File: src/rtl/fetch_pkg.sv
// Shared types and sizing for the instruction fetch sequencer.
package fetch_pkg;

    localparam int FETCH_XLEN            = 32;
    localparam int FETCH_MAX_OUTSTANDING = 2;
    localparam int FETCH_PTR_W           = $clog2(FETCH_MAX_OUTSTANDING);

    // One in-order fetch slot: address issued, returned word, and whether it came back.
    typedef struct packed {
        logic [FETCH_XLEN-1:0] pc;
        logic [FETCH_XLEN-1:0] data;
        logic                  filled;
    } fetch_entry_t;

    typedef enum logic [0:0] {
        RUN       = 1'b0,
        JALR_WAIT = 1'b1
    } fetch_state_e;

endpackage

File: src/rtl/fetch_buffer.sv
// In-order fetch entry storage: allocate at tail on issue, fill oldest unfilled
// entry on response, pop from head on delivery. Pointers wrap naturally.
module fetch_buffer
    import fetch_pkg::*;
#(
    parameter  int size  = FETCH_XLEN,
    parameter  int DEPTH = FETCH_MAX_OUTSTANDING,
    localparam int PTR_W = $clog2(DEPTH),
    localparam int CNT_W = PTR_W + 1
) (
    input  logic             clk,
    input  logic             reset,
    input  logic             clear,
    input  logic             push,
    input  logic [size-1:0]  push_pc,
    input  logic             fill,
    input  logic [size-1:0]  fill_data,
    input  logic             pop,
    output logic [CNT_W-1:0] count,
    output logic [CNT_W-1:0] unfilled,
    output logic             head_filled,
    output logic [size-1:0]  head_pc,
    output logic [size-1:0]  head_data
);

    fetch_entry_t     entries [DEPTH];
    logic [PTR_W-1:0] head_ptr;
    logic [PTR_W-1:0] fill_ptr;
    logic [PTR_W-1:0] tail_ptr;
    logic [CNT_W-1:0] nfilled;

    // Entry payload: new entries start unfilled, responses land at the fill pointer.
    always_ff @(posedge clk) begin
        if (push) begin
            entries[tail_ptr].pc     <= push_pc;
            entries[tail_ptr].filled <= 1'b0;
        end
        if (fill) begin
            entries[fill_ptr].data   <= fill_data;
            entries[fill_ptr].filled <= 1'b1;
        end
    end

    // Pointers and occupancy; a clear (flush) overrides every same-cycle update.
    always_ff @(posedge clk or negedge reset) begin
        if (!reset) begin
            head_ptr <= '0;
            fill_ptr <= '0;
            tail_ptr <= '0;
            count    <= '0;
            nfilled  <= '0;
        end else if (clear) begin
            head_ptr <= '0;
            fill_ptr <= '0;
            tail_ptr <= '0;
            count    <= '0;
            nfilled  <= '0;
        end else begin
            if (push) tail_ptr <= tail_ptr + PTR_W'(1);
            if (fill) fill_ptr <= fill_ptr + PTR_W'(1);
            if (pop)  head_ptr <= head_ptr + PTR_W'(1);
            count   <= count + CNT_W'(push) - CNT_W'(pop);
            nfilled <= nfilled + CNT_W'(fill) - CNT_W'(pop);
        end
    end

    // Head view is zero whenever nothing deliverable sits at the head.
    always_comb begin
        unfilled    = count - nfilled;
        head_filled = (count != '0) && entries[head_ptr].filled;
        head_pc     = head_filled ? entries[head_ptr].pc   : '0;
        head_data   = head_filled ? entries[head_ptr].data : '0;
    end

endmodule

File: src/rtl/fetch_sequencer.sv
// Fetch sequencer between the PC controller, the I-mem port and decode.
// Optional feature: define JALR_STALL_EN to stop fetching after a decoded JALR
// until execute resolves it (state JALR_WAIT).
module fetch_sequencer
    import fetch_pkg::*;
#(
    parameter int size            = FETCH_XLEN,
    parameter int MAX_OUTSTANDING = FETCH_MAX_OUTSTANDING
) (
    input  logic            clk,
    input  logic            reset,
    input  logic [size-1:0] pc_in,
    input  logic            stall_in,
    input  logic            misprediction,
    input  logic            jalr_decoded,
    input  logic            jalr_resolved,
    output logic            imem_req,
    output logic [size-1:0] imem_addr,
    input  logic            imem_gnt,
    input  logic            imem_rvalid,
    input  logic [size-1:0] imem_rdata,
    output logic            pc_hold,
    output logic            instr_valid,
    output logic [size-1:0] instr,
    output logic [size-1:0] instr_pc
);

    localparam int PTR_W = $clog2(MAX_OUTSTANDING);
    localparam int CNT_W = PTR_W + 1;

    fetch_state_e     state_q, state_d;
    logic [CNT_W-1:0] kill_cnt_q, kill_cnt_d;
    logic [CNT_W+1:0] kill_sum;
    logic             run_en_q;
    logic [CNT_W-1:0] count, unfilled;
    logic             head_filled;
    logic [size-1:0]  head_pc, head_data;
    logic             issue, drop, fill, pop, jalr_enter, flush;

    // Stale-response counter never needs to exceed the number of slots.
    function automatic logic [CNT_W-1:0] sat_kill(input logic [CNT_W+1:0] v);
        if (v > (CNT_W+2)'(MAX_OUTSTANDING)) return CNT_W'(MAX_OUTSTANDING);
        return v[CNT_W-1:0];
    endfunction

    // Request, hold, delivery and response routing for the current cycle.
    always_comb begin
        imem_req    = run_en_q & (count < CNT_W'(MAX_OUTSTANDING)) & ~misprediction
                      & (state_q == RUN);
        imem_addr   = pc_in;
        issue       = imem_req & imem_gnt;
        pc_hold     = ~issue & ~misprediction;
        instr_valid = head_filled & ~stall_in & ~misprediction;
        instr       = head_data;
        instr_pc    = head_pc;
        pop         = instr_valid;
`ifdef JALR_STALL_EN
        jalr_enter  = (state_q == RUN) & jalr_decoded & instr_valid;
`else
        jalr_enter  = 1'b0;
`endif
        flush       = misprediction | jalr_enter;
        drop        = imem_rvalid & (kill_cnt_q != '0);
        fill        = imem_rvalid & ~drop & ~flush & (unfilled != '0);
    end

`ifndef JALR_STALL_EN
    logic unused_jalr_decoded;
    assign unused_jalr_decoded = jalr_decoded;
`endif

    // Responses still owed to flushed entries; a same-cycle response retires one of them.
    always_comb begin
        kill_sum = (CNT_W+2)'(kill_cnt_q) + (CNT_W+2)'(unfilled) + (CNT_W+2)'(issue);
        if (imem_rvalid && (kill_sum != '0)) kill_sum = kill_sum - (CNT_W+2)'(1);
    end

    // Next state and kill count; misprediction takes priority over everything else.
    always_comb begin
        state_d    = state_q;
        kill_cnt_d = kill_cnt_q;
        if (flush) begin
            kill_cnt_d = sat_kill(kill_sum);
        end else if (drop) begin
            kill_cnt_d = kill_cnt_q - CNT_W'(1);
        end
        case (state_q)
            RUN:       if (jalr_enter) state_d = JALR_WAIT;
            JALR_WAIT: if (misprediction || jalr_resolved) state_d = RUN;
            default:   state_d = RUN;
        endcase
    end

    // Control registers; run_en keeps requests off until the first edge after reset.
    always_ff @(posedge clk or negedge reset) begin
        if (!reset) begin
            state_q    <= RUN;
            kill_cnt_q <= '0;
            run_en_q   <= 1'b0;
        end else begin
            state_q    <= state_d;
            kill_cnt_q <= kill_cnt_d;
            run_en_q   <= 1'b1;
        end
    end

    // Responses must always have an owner and the kill count must never saturate.
    always_ff @(posedge clk) begin
        if (reset && imem_rvalid && !drop && !flush) assert (unfilled != '0);
        if (reset && flush) assert (kill_sum <= (CNT_W+2)'(MAX_OUTSTANDING));
    end

    fetch_buffer #(
        .size  (size),
        .DEPTH (MAX_OUTSTANDING)
    ) u_buffer (
        .clk         (clk),
        .reset       (reset),
        .clear       (flush),
        .push        (issue),
        .push_pc     (pc_in),
        .fill        (fill),
        .fill_data   (imem_rdata),
        .pop         (pop),
        .count       (count),
        .unfilled    (unfilled),
        .head_filled (head_filled),
        .head_pc     (head_pc),
        .head_data   (head_data)
    );

endmodule

File: config.mk
export PLATFORM = sky130hd
export DESIGN_NAME = fetch_sequencer
export DESIGN_NICKNAME = d
export VERILOG_FILES = /design/src/rtl/fetch_pkg.sv /design/src/rtl/fetch_buffer.sv /design/src/rtl/fetch_sequencer.sv
export SDC_FILE = /design/constraint.sdc
export NUM_CORES = 1
export LEC_CHECK = 0
export CORE_UTILIZATION = 43
export DETAILED_ROUTE_END_ITERATION = 8
export PLACE_DENSITY = 0.85
export SLEW_MARGIN = 40
export SYNTH_ARGS = -nofsm -noshare
export SYNTH_HDL_FRONTEND = slang
export SYNTH_SLANG_ARGS = --single-unit
export TNS_END_PERCENT = 10
File: constraint.sdc
create_clock -name clk -period 3 [get_ports clk]
set_input_delay 0.6 -clock clk [delete_from_list [all_inputs] [get_ports clk]]
set_output_delay 0.6 -clock clk [all_outputs]
set_load 0.05 [all_outputs]
==> metrics <==
Synth area leader edfxtp_1; Max clock buf depth 2; worst hold path class reg -> reg; CP Cell Sequence clkdlybuf4s50_1 -> and2_1 -> fa_2 -> fa_1 -> inv_1 -> ha_1 -> ha_1 -> nor2b_2 -> nand3_1 -> or3_1 -> a31oi_1; setup_tns 0 ns; crit-path max FO 2; number of synthesized flops with an enable pin 128; PortBufs 169; GRT overflow 0; Yosys warning count 0; largest cells by area after synthesis edfxtp_1, mux2i_1, dfrtp_1; Startpoint Class input port; worst vdd ir 0.5484 mV; syn nets 471; Syn Std Cell Area 5868 um^2; Yosys top cell area share 0.6550; RSZ-0062 raised after global routing no; Die Width ~120 um; Clk Latency, worst-skew pair around 0.4 ns; max cap viols 0; antenna cell count 0; data arrival time of the worst path roughly 3.2 ns; fraction of synthesis flops using an asynchronous set or reset pin 0.07801; Sink Count 141; Critical Path RT 3.33 ns; core area 13300 um^2; outcome finished clean; Seq/Total Area, Yosys 0.7087; pin count of the biggest net entering global routing 37; CTS root buf clkbuf_16; nets@finish 626; max incr delay on CP 0.51 ns; number of global-route vias before repair approximately 3700; 1st-iter DRT viols 184; FF+latch count, synth between 100 and 150; most common cell after layout, fill and taps aside edfxtp_1; Most used DFF post-synth edfxtp_1; Crit. End Element flop; endpoints failing hold 0; most frequent CP cell ha_1; layout cells sized above 1 0.2154; fmax between 300 and 400 MHz; Final ANT Viol Nets 0; Vias/cell 4.761; setup slack after layout between 0.1 and 0.15 ns; final setup vio count 0; Hold-fix buffers, CTS 0; Slowest cell on crit path fa_1; first-pass GRT wire length 17640 um; WL final ~11000 um; power density over the cells 655.2 nW/um^2; Top Ports around 170; Clock Skew 0.006581 ns; crit path kind in -> reg; post-place setup slack -0.6356 ns; wire per inst approximately 15 um; gpl congestion 0.7586; post-synthesis cell type count 34; P&R area growth vs syn 38.93%; final core occ 0.6132; commonest non-fill, non-tap cells in the layout edfxtp_1, clkdlybuf4s50_1, buf_4; antenna violations before repair 0; Slew @ Worst Pin 0.5831 ns; DRT Pass-1 Iters 5; die area 14120 um^2; fill count 997; GRT Overall Usage 0.1653; Initial Utilization 0.4414; Final Max Slew Viols 0; Pleak 2.969 nW; Die Span Y 118.8 um; htree depth 4; CTS tree yes; row count 42; crit path time final just under 3 ns; final period utilization 0.9664; Slew HR 0.6113; Num CTS Buffers 17; via count 3490; CTS clk-pin slew, worst paths 0.06 ns; synthesized area per cell 15.09 um^2; DRC 0; Gate Count Post-Synth 389; DP HPWL 7529 um
-- cells in the mapped netlist (2+ instances only) --
cell / number
edfxtp_1: 128
nor2_1: 71
nor3_1: 2
clkbuf_1: 3
buf_4: 33
dfxtp_1: 2
a21oi_1: 3
nand2_1: 2
dfrtp_1: 11
mux2i_1: 65
and2b_1: 2
or3_1: 2
nor2b_1: 2
fa_1: 2
xor2_1: 2
xnor2_1: 6
nand2b_1: 2
buf_2: 13
inv_1: 14
and2_1: 3
ha_1: 8
-- final timing paths --
| kind | from | endpoint | slack [ns] | cells past startpoint |
|---|---|---|---|---|
| worst max register to register | u_buffer.count[0]$_DFF_PN0_ | kill_cnt_q[0]$_DFFE_PN0P_ | 0.14 | 12 |
| min in group asynchronous | reset | u_buffer.fill_ptr$_DFFE_PN0P_ | 0.54 | 1 |
| worst min-delay path | u_buffer.entries[1][0]$_SDFFE_PP1P_ | u_buffer.entries[1][0]$_SDFFE_PP1P_ | 0.48 | 1 |
| worst max-delay path | imem_gnt | kill_cnt_q[0]$_DFFE_PN0P_ | 0.10 | 11 |
| worst min register to register | u_buffer.entries[1][0]$_SDFFE_PP1P_ | u_buffer.entries[1][0]$_SDFFE_PP1P_ | 0.48 | 1 |
| max in group asynchronous | reset | u_buffer.head_ptr$_DFFE_PN0P_ | 2.06 | 1 |
-- repair_timing --
action                                 CTS  global route
cloned                                   0             0
endpoints found under the hold margin    0             0
pin swaps                                2             4
setup buffers                            1             0
resized for setup                        3             1
setup endpoints to repair                1             1
-- cell families (layout without fill, tap and decap cells) --
group / after synthesis / in the layout / share of synthesized area
AOI/OAI and AO/OA: 10 / 10 / 0.01215
xor gates and xnor gates: 8 / 8 / 0.01194
adders and majority gates: 10 / 10 / 0.02388
buffers and inverters: 63 / 231 / 0.06418
DFF: 141 / 141 / 0.7087
muxes: 65 / 65 / 0.1109
other: 1 / 1 / 0.0006390
and+or+nand+nor: 91 / 91 / 0.06759
-- worst max-delay path: cells and delay by family --
| kind | cells | cell delay [ns] |
|---|---|---|
| AND/OR/NAND/NOR | 4 | 0.74 |
| buffers and inverters | 2 | 0.45 |
| adder cells (fa/ha/maj) | 4 | 1.25 |
| AO/OA/AOI/OAI | 1 | 0.19 |
-- cell type report --
type	instances	area, um^2	area share
inverters	14	52.55	0.006446
well taps	176	220.2	0.02701
repair buffers	185	1738	0.2132
clock inverters	15	177.7	0.02179
flip-flops and latches	141	4163	0.5106
clock buffers	17	425.4	0.05218
multi-input cells	185	1376	0.1688
-- sequential cells by signal, indices dropped and copies added (netlist names) --
name               cells
u_buffer.tail_ptr      1
state_q                1
u_buffer.head_ptr      1
u_buffer.count         2
u_buffer.nfilled       2
run_en_q               1
kill_cnt_q             2
u_buffer.entries     130
u_buffer.fill_ptr      1
-- per-layer routing --
| layer | GRT usage | share of wire |
|---|---|---|
| met1 | 0.1933 | 0.43 |
| met4 | 0.08070 | 0.023 |
| met5 | 0 | 0 |
| met3 | 0.05077 | 0.061 |
| met2 | 0.2767 | 0.49 |
-- power by group --
group	internal, W	total (W)	switching [W]
logic	0.000391	0.000965	0.000574
clock network	0.00137	0.00212	0.000748
registers	0.00222	0.00226	0.0000423
total	0.00398	0.00534	0.00136
-- through the flow --
step,total power (W),area (um^2),hold WS (ns),std cells
after CTS,0.005389,8140,0.4788,733
after detailed placement,0.003237,7526,0.4656,700
after global routing,0.005535,8153,0.5038,733
after floorplan,0.002901,5877,0.3044,389
after global placement,0.003187,7511,0.4596,699
final,0.005342,8153,0.4750,733
No activity file was read; power rests on OpenSTA's default activity.
